`config.mk`:
```
export PLATFORM = sky130hd
export DESIGN_NAME = uart_rx_ovs
export DESIGN_NICKNAME = d
export VERILOG_FILES = /design/src/rtl/uart_rx_ovs.sv
export SDC_FILE = /design/constraint.sdc
export NUM_CORES = 1
export LEC_CHECK = 0
export CELL_PAD_IN_SITES_DETAIL_PLACEMENT = 1
export CELL_PAD_IN_SITES_GLOBAL_PLACEMENT = 1
export CORE_ASPECT_RATIO = 0.75
export CORE_MARGIN = 3
export CORE_UTILIZATION = 44
export CTS_CLUSTER_SIZE = 28
export DETAILED_ROUTE_END_ITERATION = 8
export PLACE_DENSITY = 0.84
export SLEW_MARGIN = 20
export SYNTH_ARGS = -nofsm -noshare
export SYNTH_HDL_FRONTEND = slang
export SYNTH_SLANG_ARGS = --single-unit
```
`constraint.sdc`:
```
create_clock -name clk -period 4.8 [get_ports clk]
set_input_delay 0.72 -clock clk [delete_from_list [all_inputs] [get_ports clk]]
set_output_delay 0.72 -clock clk [all_outputs]
set_load 0.05 [all_outputs]
```
`src/rtl/uart_rx_ovs.sv`:
```
`default_nettype none
// ============================================================================
// Module      : uart_rx_ovs
// Description : 16550-style oversampling serial receiver. Synchronises rx,
//               rejects false start bits, assembles 5-8 bit LSB-first frames
//               and reports parity, framing and break status together with a
//               one-cycle push strobe towards the RX FIFO.
//               Build option: define UART_RX_MAJORITY_EN to decide each bit by
//               a 2-of-3 vote around mid-bit instead of a single sample.
// Revision    : 1.0 - initial release
// ============================================================================
module uart_rx_ovs #(
    parameter int OVS         = 16,
    parameter int SYNC_STAGES = 2
) (
    input  logic       clk,
    input  logic       rst,
    input  logic       baud_pulse,
    input  logic       rx,
    input  logic [1:0] wls,
    input  logic       pen,
    input  logic       eps,
    input  logic       sticky_parity,
    output logic       push,
    output logic [7:0] dout,
    output logic       pe,
    output logic       fe,
    output logic       bi,
    output logic       busy
);

    localparam int CW = $clog2(OVS);

    localparam logic [CW-1:0] c_cnt_last = CW'(OVS - 1);
`ifdef UART_RX_MAJORITY_EN
    localparam logic [CW-1:0] c_cnt_s0   = CW'(OVS / 2 - 1);
    localparam logic [CW-1:0] c_cnt_s1   = CW'(OVS / 2);
    localparam logic [CW-1:0] c_cnt_d    = CW'(OVS / 2 + 1);
`else
    localparam logic [CW-1:0] c_cnt_d    = CW'(OVS / 2);
`endif

    localparam logic [2:0] c_st_idle     = 3'd0;
    localparam logic [2:0] c_st_start    = 3'd1;
    localparam logic [2:0] c_st_data     = 3'd2;
    localparam logic [2:0] c_st_parity   = 3'd3;
    localparam logic [2:0] c_st_stop     = 3'd4;
    localparam logic [2:0] c_st_brk_wait = 3'd5;

    logic [SYNC_STAGES-1:0] r_sync;
    logic [2:0]             r_state;
    logic [2:0]             w_state_nxt;
    logic [CW-1:0]          r_cnt;
    logic [2:0]             r_bitcnt;
    logic [7:0]             r_data;
    logic                   r_pbit;
    logic                   r_perr;
    logic [1:0]             r_wls;
    logic                   r_pen;
    logic                   r_eps;
    logic                   r_stick;
    logic                   r_push;
    logic [7:0]             r_dout;
    logic                   r_pe;
    logic                   r_fe;
    logic                   r_bi;

    logic                   w_rxs;
    logic                   w_bit;
    logic                   w_at_d;
    logic                   w_at_last;
    logic [2:0]             w_last_bit;
    logic                   w_x;
    logic                   w_perr;
    logic                   w_brk;
    logic                   w_push_evt;

    // Synchronised copy of rx; flops idle high so reset never looks like a start bit.
    always_ff @(posedge clk) begin
        if (rst) begin
            r_sync <= '1;
        end else begin
            r_sync <= {r_sync[SYNC_STAGES-2:0], rx};
        end
    end

    assign w_rxs      = r_sync[SYNC_STAGES-1];
    assign w_at_d     = (r_cnt == c_cnt_d);
    assign w_at_last  = (r_cnt == c_cnt_last);
    // Index of the final data bit: word length 5..8 maps to 4..7.
    assign w_last_bit = {1'b1, r_wls};

`ifdef UART_RX_MAJORITY_EN
    logic r_s0;
    logic r_s1;

    // Capture the two samples preceding the decision point for the majority vote.
    always_ff @(posedge clk) begin
        if (rst) begin
            r_s0 <= 1'b1;
            r_s1 <= 1'b1;
        end else if (baud_pulse) begin
            if (r_cnt == c_cnt_s0) r_s0 <= w_rxs;
            if (r_cnt == c_cnt_s1) r_s1 <= w_rxs;
        end
    end

    assign w_bit = (r_s0 & r_s1) | (r_s0 & w_rxs) | (r_s1 & w_rxs);
`else
    assign w_bit = w_rxs;
`endif

    // Parity check: x is the XOR of data and received parity bit; sticky mode
    // expects a constant parity bit of ~eps.
    assign w_x    = (^r_data) ^ w_bit;
    assign w_perr = r_stick ? (r_eps ? w_bit : ~w_bit)
                            : (r_eps ? w_x   : ~w_x);
    // Break: all-zero data, zero (or absent) parity bit and a zero stop bit.
    assign w_brk  = (r_data == 8'h00) && (!r_pen || !r_pbit) && !w_bit;

    // State register.
    always_ff @(posedge clk) begin
        if (rst) begin
            r_state <= c_st_idle;
        end else begin
            r_state <= w_state_nxt;
        end
    end

    // Next-state logic; transitions are only evaluated on baud ticks.
    always_comb begin
        w_state_nxt = r_state;
        if (baud_pulse) begin
            case (r_state)
                c_st_idle: begin
                    if (!w_rxs) w_state_nxt = c_st_start;
                end
                c_st_start: begin
                    if (w_at_d && w_bit) w_state_nxt = c_st_idle;
                    else if (w_at_last)  w_state_nxt = c_st_data;
                end
                c_st_data: begin
                    if (w_at_last && (r_bitcnt == w_last_bit))
                        w_state_nxt = r_pen ? c_st_parity : c_st_stop;
                end
                c_st_parity: begin
                    if (w_at_last) w_state_nxt = c_st_stop;
                end
                c_st_stop: begin
                    if (w_at_d) w_state_nxt = w_brk ? c_st_brk_wait : c_st_idle;
                end
                c_st_brk_wait: begin
                    if (w_rxs) w_state_nxt = c_st_idle;
                end
                default: w_state_nxt = c_st_idle;
            endcase
        end
    end

    // FSM outputs: busy level and the frame-complete event.
    always_comb begin
        busy       = (r_state != c_st_idle);
        w_push_evt = baud_pulse && (r_state == c_st_stop) && w_at_d;
    end

    // Bit timing, shadow configuration and frame assembly.
    always_ff @(posedge clk) begin
        if (rst) begin
            r_cnt    <= '0;
            r_bitcnt <= '0;
            r_data   <= '0;
            r_pbit   <= 1'b0;
            r_perr   <= 1'b0;
            r_wls    <= '0;
            r_pen    <= 1'b0;
            r_eps    <= 1'b0;
            r_stick  <= 1'b0;
        end else if (baud_pulse) begin
            if ((r_state == c_st_idle) || (w_state_nxt == c_st_idle) ||
                (w_state_nxt == c_st_brk_wait) || w_at_last) begin
                r_cnt <= '0;
            end else begin
                r_cnt <= r_cnt + 1'b1;
            end

            case (r_state)
                c_st_idle: begin
                    if (!w_rxs) begin
                        r_wls   <= wls;
                        r_pen   <= pen;
                        r_eps   <= eps;
                        r_stick <= sticky_parity;
                        r_data  <= '0;
                        r_pbit  <= 1'b0;
                        r_perr  <= 1'b0;
                    end
                end
                c_st_start: begin
                    if (w_at_last) r_bitcnt <= '0;
                end
                c_st_data: begin
                    if (w_at_d) r_data[r_bitcnt] <= w_bit;
                    if (w_at_last && (r_bitcnt != w_last_bit)) r_bitcnt <= r_bitcnt + 1'b1;
                end
                c_st_parity: begin
                    if (w_at_d) begin
                        r_pbit <= w_bit;
                        r_perr <= w_perr;
                    end
                end
                default: ;
            endcase
        end
    end

    // Status registers: updated with the push and held until the next one.
    always_ff @(posedge clk) begin
        if (rst) begin
            r_push <= 1'b0;
            r_dout <= '0;
            r_pe   <= 1'b0;
            r_fe   <= 1'b0;
            r_bi   <= 1'b0;
        end else begin
            r_push <= w_push_evt;
            if (w_push_evt) begin
                r_dout <= r_data;
                r_pe   <= r_pen & r_perr;
                r_fe   <= ~w_bit | w_brk;
                r_bi   <= w_brk;
            end
        end
    end

    assign push = r_push;
    assign dout = r_dout;
    assign pe   = r_pe;
    assign fe   = r_fe;
    assign bi   = r_bi;

endmodule
`default_nettype wire

```
==> impl_results.md, run 1 <==
- Root Driver: clkbuf_8
- Final period util: 60.36%
- Status: completed
- Synthesized area: 2053 µm²
- Clk sinks: 39
- CTS Hold Buffers Added: 0
- IO buf count: 21
- Antenna viol nets, final: 0
- Area Growth Syn to Fin: 13.89%
- Post-synthesis xor/xnor area fraction: 3.839%
- Largest net degree at the start of global routing: 39
- Kind of critical path: input port to flop
- Final setup margin: 1.903 ns
- Worst setup EP type: flop
- Crit path max fanout: 20
- Drt wl/cell: 15.56 µm
- Total die area: 5531 µm²
- Die height: 65.16 µm
- Total track usage: 20.12%
- Post-place setup slack: 1.636 ns
- Synth Area in Adders: 4.266%
- Syn Area/Cell: 7.807 µm²
- Grt peak-use layer: met2
- HP Start: r_sync[0]
- Met3 Usage GRT: 4.135%
- Overflow after GRT: 0
- Post-synthesis simple-gate area fraction: 26.63%
- Post-DP HPWL: 3744 µm
- Met2 GRT Util: 31.15%
- Drt pass-1 iters: 4
- Worst Reg-to-Reg Cells: 7
- CP arrival: 3.08 ns
- Largest family of logic cells by synthesized area: simple AND/OR/NAND/NOR gates
- Setup slack, reg-to-reg: 2.40 ns
- Hold Path Sink: r_sync[1]
- Clk slew on worst S/H paths: 0.07 ns
- First-pass GRT wire length: 8983 µm
- Critical Path RT: 4.98 ns
- Max Root-Sink Buffers: 2
- RSZ-0062 raised after global routing: false
- Post-synth EDFFs: 0
- Relative slew slack: 49.54%
- PostCTS Resize Cnt: 0
- Number of CTS-inserted buffers: 5
- Actual slew at the worst max-slew pin: 0.7546 ns
- Final GP Congestion: 0.7992
- M1 GR Usage: 28.94%
- Maxcap violations: 0
- Seq cells post-synth: 39
- Die X: 84.88 µm
- Fraction of layout cells with a size suffix above 1: 7.246%
- Worst hold slack: 0.4177 ns
- Worst setup path startpoint: baud_pulse
- Number of setup buffers added after CTS: 0
- Post-synth cell types: 51
- Inserted Diodes: 0
- Worst r2r src: r_state[1]
- Routed vias: 1,870
- Number of global-route vias before repair: 1,870
- Post-synth ARST share: 0%
- # setup viols final: 0
- PD cells: 246.1 nW/µm²
- Post-synthesis cell count: 263
- Via-per-instance ratio: 5.650
- Final core occ: 54.65%
- Nets@finish: 291
- Max-slew violation count: 0
- Hold Path Class: flop to flop
- CTS tree: yes
- Final Hold Fails: 0
- Initial Util: 47.98%
- # rows: 20
- Worst-skew pair later-pin latency: 0.29 ns
- Hold depth: 1
- CP startpoint kind: input port
- Syn nets: 279
- Fmax: 345.2 MHz
- Post-synth top flop: dfxtp_1
- Core footprint: 4279 µm²
- Warnings, synthesis: 0
- Final TNS setup: 0 ns
- P_leak: 0.7667 nW
- Total number of H-tree levels: 2
- DRC: 0
- Routed WL: 5151 µm
- Clk_skew: 0.002243 ns
- 1st-iter DRT viols: 65
- Post-synthesis compound-gate area fraction: 19.99%
- Register area share after synthesis: 38.03%
- Max VDD drop: 0.0001391 V
- Tmin final: 2.897 ns
- Top Ports: 22
- Initial antenna violation count: 0
- RR Endpoint: r_cnt[1]
- Mux contribution to synthesized area: 0.4875%
-- layout make-up --
type                            count  area, µm²
Timing Repair Buffer               22      217.7
Fill cell                         543       1941
Inverter                           15      56.30
Multi-Input combinational cell    192       1134
Clock buffer                        7      76.32
Sequential cell                    39      780.7
Clock inverter                      1      5.005
Tap cell                           55      68.82
-- Yosys cell counts, types with 2 or more instances --
library cell,instances,area share (%)
ha_1,7,4.3
buf_6,2,1.1
nand4_1,3,0.91
clkbuf_1,12,2.2
nor2_1,37,6.8
inv_1,15,2.7
nand2_1,23,4.2
xnor2_1,7,3.0
and2_1,2,0.61
nor2b_1,5,1.5
a31oi_1,4,1.2
or2_2,4,1.2
nand3_1,14,3.4
nand3b_1,2,0.73
o21ai_0,10,2.4
nor3_1,2,0.49
xor2_1,2,0.85
a21oi_1,38,9.3
o21ai_1,2,0.49
dfxtp_1,39,38
buf_2,3,0.73
-- flip-flops by register name, indices dropped and copies added (netlist names), 2 cells and up --
register  count
dout          8
r_bitcnt      3
r_cnt         4
r_data        8
r_state       3
r_sync        2
r_wls         2
-- worst max-delay path, stage by stage --
cell             delay (ns)
clkdlybuf4s50_1        0.96
inv_1                  0.16
a21oi_1                0.31
a32oi_1                0.23
or2_2                  0.34
o221a_4                0.12
a21oi_2                0.17
nor2_1                 0.07
-- cell families after synthesis --
group	Yosys count
mux	1
buf+inv	32
simple gates	107
compound gates	68
xor+xnor	9
fa+ha+maj	7
flops	39
-- where the power goes --
| part | switching [mW] | total [mW] | internal [mW] | leakage (nW) |
|---|---|---|---|---|
| clock | 0.113 | 0.215 | 0.102 | 0.0422 |
| sequential | 0.00317 | 0.328 | 0.325 | 0.315 |
| combinational | 0.0178 | 0.0317 | 0.0138 | 0.410 |
| total | 0.134 | 0.575 | 0.441 | 0.767 |
-- how the worst max path moves through the flow --
| stage | end | slack [ns] | cells past startpoint |
|---|---|---|---|
| after floorplan | r_cnt[1] | 2.85 | 7 |
| after global placement | r_cnt[1] | 1.78 | 8 |
| after detailed placement | r_cnt[1] | 1.64 | 8 |
| after CTS | r_cnt[1] | 1.93 | 8 |
| after global routing | r_cnt[3] | 1.63 | 8 |
| final | r_cnt[1] | 1.90 | 8 |
-- layout by cell type (no fill, tap or decap), drive strengths merged, types with 3 or more instances in the layout --
cell / count
a21oi: 39
clkdlybuf4s50: 21
nand3: 14
o21ai: 13
nor2b: 5
inv: 15
dfxtp: 39
xnor2: 7
ha: 7
or2: 5
clkbuf: 7
nand4: 3
nand2: 23
nor2: 38
a31oi: 4
nor3: 4
-- routing by layer --
metal  up-vias  wire length, µm
met1       917             2652
met3         2              176
met4         0               24
met5         -                0
met2        28             2298
li1        923                -
-- per-stage QoR --
step,instances,cell area [µm²],power [mW]
6_report,331,2338,0.5755
3_3_place_gp,323,2257,0.3672
4_1_cts,331,2338,0.5822
2_1_floorplan,263,2053,0.3562
5_1_grt,331,2338,0.5984
3_5_place_dp,323,2257,0.3678
Power figures use the tool's default switching activity.
==> run 2: changes to the inputs <==
--- a/config.mk
+++ b/config.mk
@@ -9,10 +9,10 @@
 export CELL_PAD_IN_SITES_GLOBAL_PLACEMENT = 1
 export CORE_ASPECT_RATIO = 0.75
 export CORE_MARGIN = 3
-export CORE_UTILIZATION = 44
+export CORE_UTILIZATION = 41
 export CTS_CLUSTER_SIZE = 28
 export DETAILED_ROUTE_END_ITERATION = 8
-export PLACE_DENSITY = 0.84
+export PLACE_DENSITY = 0.79
 export SLEW_MARGIN = 20
 export SYNTH_ARGS = -nofsm -noshare
 export SYNTH_HDL_FRONTEND = slang
==> constraint.sdc (replaced) <==
create_clock -name clk -period 3 [get_ports clk]
set_input_delay 0.45 -clock clk [delete_from_list [all_inputs] [get_ports clk]]
set_output_delay 0.45 -clock clk [all_outputs]
set_load 0.05 [all_outputs]
==> run 2 against run 1 <==
Worst setup slack worse by 1.3 ns. Sequential power up 60%. Combinational power up 65%. Largest cell class unchanged.
==> impl_results.md, run 2 (synthesis gave the netlist of run 1 again) <==
- Die height: 67.29 µm
- CTS tree: yes
- Most frequent cells in the layout: dfxtp_1, a21oi_1, nor2_1, nand2_1, clkdlybuf4s50_1
- Inserted Diodes: 0
- Hold depth: 1
- First-pass GRT wire length: 8997 µm
- Final Hold Fails: 0
- Worst setup EP type: primary output
- Crit path max fanout: 11
- Largest net degree at the start of global routing: 38
- Worst r2r src: r_state[2]
- # fillers: 574
- IO buf count: 21
- 1st-iter DRT viols: 79
- Clk slew on worst S/H paths: 0.08 ns
- Routed WL: 5329 µm
- # setup viols final: 0
- Core footprint: 4651 µm²
- Fmax: 410.3 MHz
- HP Start: r_sync[0]
- Hold Path Class: flop to flop
- Max-slew violation count: 0
- DRC: 0
- Worst setup path startpoint: r_state[2]
- Nets@finish: 293
- Critical Path RT: 2.55 ns
- Storage cell area: 780.7 µm²
- Commonest non-fill, non-tap cell in the layout: dfxtp_1
- Max VDD drop: 0.0001992 V
- Final GP Congestion: 0.8086
- Power Total: 1.039 mW
- Number of setup buffers added after CTS: 0
- Max Root-Sink Buffers: 2
- CTS Hold Buffers Added: 0
- Actual slew at the worst max-slew pin: 0.7110 ns
- Worst hold slack: 0.4136 ns
- Setup slack, reg-to-reg: 0.73 ns
- Final period util: 81.23%
- Number of global-route vias before repair: 1,781
- CP startpoint kind: flop
- Relative slew slack: 52.60%
- Post-DP HPWL: 3818 µm
- Worst-skew pair later-pin latency: 0.29 ns
- Maxcap violations: 0
- Die X: 87.72 µm
- Kind of critical path: flop to primary output
- Worst Reg-to-Reg Cells: 7
- Max stage delay on crit path: 0.81 ns
- Routed vias: 1,862
- Fin area: 2392 µm²
- PD cells: 434.5 nW/µm²
- Clk_skew: 0.005205 ns
- RR Endpoint: r_cnt[3]
- Tmin final: 2.437 ns
- P_leak: 0.7959 nW
- Initial Util: 44.15%
- PostCTS Resize Cnt: 0
- Area Growth Syn to Fin: 16.51%
- Overflow after GRT: 0
- Top Ports: 22
- Total number of H-tree levels: 2
- Drt wl/cell: 15.91 µm
- Antenna viol nets, final: 0
- CP arrival: 1.99 ns
- Number of CTS-inserted buffers: 5
- Area occupied by multi-input gates: 1134 µm²
- RSZ-0062 raised after global routing: false
- Total track usage: 20.18%
- Total die area: 5902 µm²
- Via-per-instance ratio: 5.558
- Drt pass-1 iters: 4
- Crit-path slowest cell: clkdlybuf4s50_1
- Hold Path Sink: r_sync[1]
- Root Driver: clkbuf_8
- Final TNS setup: 0 ns
- # rows: 21
- Critical path, cell by cell: nor3_4 > inv_1 > clkdlybuf4s50_1
- Status: completed
- Clk sinks: 39
- Fraction of layout cells with a size suffix above 1: 8.633%
- Placed inst area: 2275 µm²
- Initial antenna violation count: 0
## run 2: worst max-delay path, delay by kind of cell, from the launching register on
kind,cells,cell delay (ns)
buf+inv,2,0.92
flops,1,0.66
simple gates,1,0.11
## run 2: routing by layer
layer,track usage [%],share of wire [%],vias up
met5,0,0,-
met4,6.897,0.81,0
met3,4.390,4.8,4
met2,30.45,44,35
met1,28.43,50,887
li1,-,-,936
## run 2: how the worst max path moves through the flow
stage | to | slack [ns] | depth (start not counted)
2_1_floorplan | r_data[6] | 1.11 | 8
3_3_place_gp | r_cnt[2] | 0.82 | 8
4_1_cts | busy | 0.56 | 3
6_report | busy | 0.56 | 3
3_5_place_dp | r_cnt[3] | 0.66 | 8
5_1_grt | busy | 0.50 | 3
## run 2: where the power goes
group / internal (mW) / switching [mW]
Sequential: 0.520 / 0.00504
Combinational: 0.0230 / 0.0293
Clock: 0.269 / 0.192
## run 2: final cells by class
cell class / count / share of cell area [%]
repair buffers: 24 / 9.728
well taps: 57 / 2.981
clock buffers: 6 / 3.452
clock inverters: 2 / 1.464
multi-input cells: 192 / 47.39
flip-flops and latches: 39 / 32.64
inverters: 15 / 2.354
## run 2: through the flow
stage	worst slack, ns	cells	utilization (%)
3_3_place_gp	0.8186	327	48.91
4_1_cts	0.5621	335	51.44
6_report	0.5631	335	51.44
3_5_place_dp	0.6647	327	48.91
2_1_floorplan	1.111	263	-
5_1_grt	0.4962	335	51.44
==> run 3: changes to the inputs <==
--- a/config.mk
+++ b/config.mk
@@ -9,10 +9,10 @@
 export CELL_PAD_IN_SITES_GLOBAL_PLACEMENT = 1
 export CORE_ASPECT_RATIO = 0.75
 export CORE_MARGIN = 3
-export CORE_UTILIZATION = 41
+export CORE_UTILIZATION = 37
 export CTS_CLUSTER_SIZE = 28
 export DETAILED_ROUTE_END_ITERATION = 8
-export PLACE_DENSITY = 0.79
+export PLACE_DENSITY = 0.75
 export SLEW_MARGIN = 20
 export SYNTH_ARGS = -nofsm -noshare
 export SYNTH_HDL_FRONTEND = slang
==> constraint.sdc (replaced) <==
create_clock -name clk -period 2.15 [get_ports clk]
set_input_delay 0.3225 -clock clk [delete_from_list [all_inputs] [get_ports clk]]
set_output_delay 0.3225 -clock clk [all_outputs]
set_load 0.05 [all_outputs]
==> run 3 against run 2 <==
Flip-flop and latch count unchanged. Cell count up 8.1%. Die area is 9.9% higher. Register-to-register slack worse by 0.60 ns. Global-route usage fell by 1.6 points.
==> impl_results.md, run 3 (synthesis gave the netlist of run 1 again) <==
- Status: completed
- RR Endpoint: r_cnt[2]
- Kind of critical path: flop to flop
- Top Ports: 22
- Initial antenna violation count: 0
- Power Total: 1.457 mW
- Fraction of layout cells with a size suffix above 1: 16.21%
- Placed inst area: 2379 µm²
- Routed WL: 5602 µm
- Crit path max fanout: 5
- Commonest non-fill, non-tap cell in the layout: a21oi_1
- Maxcap violations: 0
- Most frequent cells in the layout: a21oi_1, nor2_1, dfxtp_1, nand2_1, clkdlybuf4s50_1
- Hold depth: 1
- Setup slack, reg-to-reg: 0.13 ns
- 1st-iter DRT viols: 103
- Root Driver: clkbuf_8
- P_leak: 0.8747 nW
- Fmax: 494.2 MHz
- Crit-path slowest cell: dfxtp_2
- Final Hold Fails: 0
- Nets@finish: 305
- Clk slew on worst S/H paths: 0.08 ns
- # fillers: 651
- Total track usage: 18.55%
- Max-slew violation count: 0
- Overflow after GRT: 0
- Number of CTS-inserted buffers: 5
- CP arrival: 2.21 ns
- Initial Util: 40.10%
- First-pass GRT wire length: 9625 µm
- PD cells: 572.7 nW/µm²
- Worst setup EP type: flop
- Routed vias: 1,896
- Fin area: 2545 µm²
- Total number of H-tree levels: 2
- Critical path, cell by cell: ha_1 > and3_1 > a221o_1 > o221ai_2 > nand2_1 > o221a_4 > a21oi_4 > nor2_1
- Post-DP HPWL: 4137 µm
- Tmin final: 2.024 ns
- Kind of cell adding the most delay to the critical path: compound AO/OA/AOI/OAI gates
- Largest net degree at the start of global routing: 38
- Inserted Diodes: 0
- Worst-skew pair later-pin latency: 0.29 ns
- Final period util: 94.12%
- Final setup margin: 0.1264 ns
- DRC: 0
- Total die area: 6488 µm²
- HP Start: r_sync[0]
- Max stage delay on crit path: 0.34 ns
- Critical Path RT: 2.34 ns
- CTS tree: yes
- Area Growth Syn to Fin: 23.95%
- # setup viols final: 0
- Worst r2r src: r_cnt[0]
- Core footprint: 5120 µm²
- Die X: 92.02 µm
- Die height: 70.52 µm
- # rows: 22
- Max Root-Sink Buffers: 2
- CP bufs+invs: 0
- IO buf count: 21
- CP startpoint kind: flop
- Clk_skew: 0.003880 ns
- Hold Path Sink: r_sync[1]
- Final core occ: 49.71%
- Drt pass-1 iters: 4
- Antenna viol nets, final: 0
- Number of global-route vias before repair: 1,910
- Via-per-instance ratio: 5.238
- Hold Path Class: flop to flop
- Post-place setup slack: -0.05701 ns
- Worst Reg-to-Reg Cells: 8
- Relative slew slack: 66.02%
- Clk sinks: 39
- Drt wl/cell: 15.48 µm
- Actual slew at the worst max-slew pin: 0.5082 ns
- Max VDD drop: 0.0002377 V
- Final GP Congestion: 0.7715
-- run 3: changes by cell type in the layout (fill, tap and decap cells not counted), sizes merged --
| cell | delta |
|---|---|
| clkdlybuf4s50 | -1 |
| buf | +13 |
-- run 3: worst max-delay path by stage --
stage                     from   endpoint  slack [ns]  cells past startpoint
floorplan           r_state[2]  r_data[6]        0.26                      8
global placement    baud_pulse   r_cnt[2]        0.01                      8
detailed placement  baud_pulse   r_cnt[2]       -0.06                      8
CTS                 r_state[0]   r_cnt[2]       0.003                      7
global route        r_state[1]   r_cnt[3]      -0.002                      7
finish                r_cnt[0]   r_cnt[2]        0.13                      8
-- run 3: routing by layer --
metal	GRT usage, %	vias to the layer above	wire length [µm]
met4	4.778	0	74
met2	27.35	27	2496
li1	-	954	-
met3	3.552	9	173
met5	0	-	0
met1	27.66	906	2857
-- run 3: cell type report --
| cell class | instances | area, µm² | share of cell area, % |
|---|---|---|---|
| multi-input combinational | 192 | 1162 | 45.67 |
| sequential | 39 | 785.8 | 30.88 |
| timing repair buffer | 36 | 332.8 | 13.08 |
| tap | 72 | 90.09 | 3.540 |
| clock buffer | 6 | 82.58 | 3.245 |
| inverter | 15 | 56.30 | 2.212 |
| clock inverter | 2 | 35.03 | 1.377 |
-- run 3: stage by stage --
| step | hold WS, ns | TNS (ns) | instances |
|---|---|---|---|
| after global routing | 0.4531 | -0.002459 | 362 |
| after detailed placement | 0.4051 | -0.1516 | 352 |
| after CTS | 0.4263 | 0 | 360 |
| after floorplan | 0.3895 | 0 | 263 |
| after global placement | 0.4068 | 0 | 352 |
| final | 0.4199 | 0 | 362 |
-- run 3: where the power goes --
part	total [mW]	internal (mW)	switching, mW
registers	0.732	0.726	0.00546
logic	0.0873	0.0395	0.0478
clock network	0.638	0.376	0.263
total	1.46	1.14	0.316
-- run 3: timing repair --
item,CTS,global route
endpoints found under the setup margin,3,10
pin swaps,0,2
setup buffers,0,2
hold buffers,0,0
resized for setup,1,10
==> variant 1: new RTL, flow settings as in run 3 <==
The output `push` loses its register stage (`r_push` becomes a continuous assignment).
--- a/src/rtl/uart_rx_ovs.sv
+++ b/src/rtl/uart_rx_ovs.sv
@@ -218,3 +218,2 @@
         if (rst) begin
-            r_push <= 1'b0;
             r_dout <= '0;
@@ -224,3 +223,2 @@
         end else begin
-            r_push <= w_push_evt;
             if (w_push_evt) begin
@@ -234,2 +232,4 @@
 
+    assign r_push = w_push_evt;
+
     assign push = r_push;
Function: same outputs for any inputs over 10 cycles, from zero or initial values and one cycle with rst high; that may be too few to reach the edited logic, so the function may still have changed.
==> variant 1 against run 3 <==
- critical path depth unchanged
- total power decreased by 4.7%
- fmax decreased by 0.85%
- sequential cell count decreased by 1
- synthesized area decreased by 2.0%
- setup slack got worse by 0.017 ns
- cell area decreased by 0.59%
- wire length decreased by 1.2%
- critical path type unchanged
- largest power group unchanged
- highest routed layer unchanged
==> variant 1: results (changes against run 3) <==
qor: logic_synthesis.synth_commonest_cells sky130_fd_sc_hd__nand2_1 (41), sky130_fd_sc_hd__dfxtp_1 (38), sky130_fd_sc_hd__a21oi_1 (35), sky130_fd_sc_hd__nor2_1 (19) [was sky130_fd_sc_hd__dfxtp_1 (39), sky130_fd_sc_hd__a21oi_1 (38), sky130_fd_sc_hd__nor2_1 (37), sky130_fd_sc_hd__nand2_1 (23), sky130_fd_sc_hd__inv_1 (15)]
qor: place.place_worst_setup_slack -0.003809 ns [was -0.05701 ns]
qor: place.post_dp_cell_area 2395 um2 [was 2379 um2]
qor: outcome.status finished, final reports clean [unchanged]
qor: logic_synthesis.yosys.area_share.xor_xnor 3.918% [was 3.839%]
qor: global_route.global_route.usage.met1 27.25% [was 27.66%]
qor: timing.fin_worst_skew 0.006188 ns [was 0.003880 ns]
qor: logic_synthesis.mappedNetlistNets 275 [was 279]
qor: final_layout.num-fill-cells 631 [was 651]
qor: global_route.groute.layer.met3.usage 4.090% [was 3.552%]
qor: global_route.grt_first_pass_wirelength 9.390 mm [was 9.625 mm]
qor: logic_synthesis.synth_mux_area_share 0.4975% [was 0.4875%]
qor: final_layout.drive_above_1_share 16.04% [was 16.21%]
qor: timing.setup_viol 0 [unchanged]
qor: critical_path.worst_path_max_delay_cell sky130_fd_sc_hd__dfxtp_1 [was sky130_fd_sc_hd__dfxtp_2]
qor: hold_path.worst_hold_startpoint r_sync[0] [unchanged]
qor: power_and_ir_drop.max-vdd-ir-drop 0.2698 mV [was 0.2377 mV]
qor: place.post-dp-hpwl 4.191 mm [was 4.137 mm]
qor: route.drt-wirelength-per-cell 15.16 um [was 15.48 um]
qor: global_route.track_usage 18.21% [was 18.55%]
qor: global_route.grtUsageMet2 26.18% [was 27.35%]
qor: global_route.grt_max_degree 37 [was 38]
qor: logic_synthesis.yosysWarnings 0 [unchanged]
qor: logic_synthesis.async_flop_share 0% [unchanged]
qor: place.gp_congestion 0.8698 [was 0.7715]
qor: critical_path.critPathMaxFanout 4 [was 5]
qor: timing.timing.max_slew.rel_slack 61.95% [was 66.02%]
qor: hold_path.min_path_cells 1 [unchanged]
qor: logic_synthesis.synth.yosys.seq_area_share 37.81% [was 38.03%]
qor: logic_synthesis.synth_top_area_cell sky130_fd_sc_hd__dfxtp_1 [unchanged]
qor: logic_synthesis.share_of_synthesized_cell_area_in_full_adder_half_adder_and_majority_cells 4.353% [was 4.266%]
qor: power_and_ir_drop.static_leak 0.8592 nW [was 0.8747 nW]
qor: logic_synthesis.synth_compound_area_share 19.84% [was 19.99%]
qor: logic_synthesis.netlist_top_cells_area sky130_fd_sc_hd__dfxtp_1 (38%), sky130_fd_sc_hd__a21oi_1 (8.7%), sky130_fd_sc_hd__nand2_1 (7.6%) [was sky130_fd_sc_hd__dfxtp_1 (38%), sky130_fd_sc_hd__a21oi_1 (9.3%), sky130_fd_sc_hd__nor2_1 (6.8%)]
qor: final_layout.design.final.nets 308 [was 305]
qor: route.initialDrtViolationCount 91 [was 103]
qor: route.total_via_count_after_detailed_routing 1916 [was 1896]
## variant 1: timing repair
action | in CTS | in global routing
setup endpoints to repair | 0 | 4
hold endpoints to repair | 0 | 0
gates resized for setup | 0 | 10
## variant 1: layout make-up
| type | instances | area (um2) | share of cell area (%) |
|---|---|---|---|
| Inverter | 14 | 52.55 | 2.077 |
| Sequential cell | 38 | 764.5 | 30.22 |
| Clock buffer | 7 | 76.32 | 3.017 |
| Timing Repair Buffer | 41 | 367.9 | 14.54 |
| Multi-Input combinational cell | 192 | 1149 | 45.40 |
| Clock inverter | 1 | 30.03 | 1.187 |
| Tap cell | 72 | 90.09 | 3.561 |
## variant 1: power by group
group / switching (mW) / internal (mW)
logic: 0.0479 / 0.0375
registers: 0.00486 / 0.708
clock network: 0.243 / 0.347
## variant 1: stage by stage
step	std cells	utilization [%]	hold slack (ns)	TNS (ns)
6_report	365	49.95	0.4145	0
5_1_grt	365	49.95	0.4311	0
2_1_floorplan	259	-	0.3895	0
3_5_place_dp	357	47.28	0.4009	-0.008447
3_3_place_gp	357	47.28	0.4025	0
4_1_cts	365	49.38	0.4189	0
## variant 1: final timing paths
| kind | endpoint | slack (ns) |
|---|---|---|
| setup / recovery | r_cnt[1] | 0.11 |
| hold / removal | r_sync[1] | 0.41 |
| setup reg to reg | r_cnt[1] | 0.11 |
| hold reg to reg | r_sync[1] | 0.41 |
## variant 1: layer usage
| metal | up-vias | routed length, um |
|---|---|---|
| met2 | 24 | 2335 |
| li1 | 955 | - |
| met3 | 5 | 163 |
| met1 | 932 | 2986 |
| met5 | - | 0 |
| met4 | 0 | 47 |
==> variant 2: new RTL, config.mk and constraints of run 3 <==
Without the edit above. Set the parameter `OVS` to 32 (it was 16).
--- a/src/rtl/uart_rx_ovs.sv
+++ b/src/rtl/uart_rx_ovs.sv
@@ -12,3 +12,3 @@
 module uart_rx_ovs #(
-    parameter int OVS         = 16,
+    parameter int OVS         = 32,
     parameter int SYNC_STAGES = 2
Function: same outputs for any inputs over 10 cycles, from zero or initial values and one cycle with rst high; that may be too few to reach the edited logic, so the function may still have changed.
==> variant 2 against run 3 <==
- the run now ends with setup timing left
- worst hold slack got worse by 0.00073 ns
- die area rose by 3.7%
- count of clock-buffer cells in the layout did not move
- synthesized area rose by 4.0%
- setup slack got worse by 0.40 ns
- wire length rose by 13%
- fmax fell by 17%
- total power rose by 1.3%
- cell area rose by 11%
- sequential cell count rose by 1
- combinational power rose by 25%
- largest cell class unchanged
- largest power group unchanged
==> variant 2: results (changes against run 3) <==
qor: outcome.status finished with violations [was finished, final reports clean]
qor: outcome.violations_in_the_final_reports setup timing
qor: place.gp_congestion 0.9015 [was 0.7715]
qor: global_route.grtUsageMet2 32.73% [was 27.35%]
qor: logic_synthesis.synth_compound_area_share 17.69% [was 19.99%]
qor: logic_synthesis.netlist_top_cells_area sky130_fd_sc_hd__dfxtp_1 (37%), sky130_fd_sc_hd__nor2_1 (8.4%), sky130_fd_sc_hd__a21oi_1 (5.9%) [was sky130_fd_sc_hd__dfxtp_1 (38%), sky130_fd_sc_hd__a21oi_1 (9.3%), sky130_fd_sc_hd__nor2_1 (6.8%)]
qor: cts.buffers_inserted_during_post_cts_setup_optimization 3 [was 0]
qor: logic_synthesis.synth_cell_type_count 50 [was 51]
qor: timing.worst_setup_slack_after_layout -0.2741 ns [was 0.1264 ns]
qor: power_and_ir_drop.switching_share 22.84% [was 21.69%]
qor: logic_synthesis.yosysMostFrequentCell sky130_fd_sc_hd__nor2_1 [was sky130_fd_sc_hd__dfxtp_1]
qor: timing.setup_tns -1.260 ns [was 0 ns]
qor: logic_synthesis.synth_mux_area_share 2.812% [was 0.4875%]
qor: critical_path.worst_path_max_delay_cell sky130_fd_sc_hd__or3b_4 [was sky130_fd_sc_hd__dfxtp_2]
qor: critical_path.critical_path_arrival 2.59 ns [was 2.21 ns]
qor: global_route.grt_max_degree 43 [was 38]
qor: global_route.track_usage 20.19% [was 18.55%]
qor: logic_synthesis.share_of_synthesized_cell_area_in_full_adder_half_adder_and_majority_cells 4.687% [was 4.266%]
qor: final_layout.drive_above_1_share 20.65% [was 16.21%]
qor: route.total_detailed_routing_wirelength 6.329 mm [was 5.602 mm]
qor: place.post-dp-hpwl 4.280 mm [was 4.137 mm]
qor: final_layout.design.final.nets 326 [was 305]
qor: power_and_ir_drop.max-vdd-ir-drop 0.5262 mV [was 0.2377 mV]
qor: logic_synthesis.synth_commonest_cells sky130_fd_sc_hd__nor2_1 (48), sky130_fd_sc_hd__dfxtp_1 (40), sky130_fd_sc_hd__a21oi_1 (25), sky130_fd_sc_hd__nand2_1 (18), sky130_fd_sc_hd__inv_1 (17) [was sky130_fd_sc_hd__dfxtp_1 (39), sky130_fd_sc_hd__a21oi_1 (38), sky130_fd_sc_hd__nor2_1 (37), sky130_fd_sc_hd__nand2_1 (23), sky130_fd_sc_hd__inv_1 (15)]
qor: global_route.grt_first_pass_wirelength 10.78 mm [was 9.625 mm]
qor: global_route.global_route.usage.met1 27.04% [was 27.66%]
qor: timing.setup_viol 6 [was 0]
qor: timing.fin_worst_skew 0.007638 ns [was 0.003880 ns]
==> variant 2: cell types whose count changed in the layout (fill, tap and decap cells not counted), sizes merged, moves of 4 or more <==
cell   change
mux2i      +5
buf       +18
nand3      -7
nor2      +10
nand2      -5
o21ai      -4
a21oi     -13
==> variant 2: per-layer routing <==
metal | up-vias | routed length [um]
li1 | 1006 | -
met1 | 1010 | 2951
met2 | 51 | 2986
met3 | 15 | 261
met4 | 0 | 130
met5 | - | 0
==> variant 2: stage by stage <==
| stage | instances | power (mW) | utilization (%) | area, um2 |
|---|---|---|---|---|
| detailed placement | 374 | 0.8623 | 47.80 | 2614 |
| global placement | 374 | 0.8612 | 47.80 | 2614 |
| floorplan | 266 | 0.8160 | - | 2168 |
| finish | 385 | 1.477 | 51.88 | 2836 |
| CTS | 385 | 1.482 | 51.58 | 2820 |
| global route | 385 | 1.530 | 51.88 | 2836 |
==> variant 2: power groups by stage <==
| stage | clock, mW | sequential, mW | combinational [mW] |
|---|---|---|---|
| 2_1_floorplan | 0 | 0.764 | 0.0517 |
| 3_3_place_gp | 0 | 0.765 | 0.0958 |
| 3_5_place_dp | 0 | 0.766 | 0.0967 |
| 4_1_cts | 0.628 | 0.748 | 0.106 |
| 5_1_grt | 0.664 | 0.749 | 0.117 |
| 6_report | 0.619 | 0.748 | 0.109 |
==> variant 2: layout make-up <==
class | count | area [um2] | area share [%]
Inverter | 17 | 63.81 | 2.250
Clock inverter | 2 | 35.03 | 1.235
Tap cell | 75 | 93.84 | 3.308
Sequential cell | 40 | 803.3 | 28.32
Clock buffer | 6 | 72.57 | 2.558
Multi-Input combinational cell | 191 | 1284 | 45.26
Timing Repair Buffer | 54 | 484.2 | 17.07
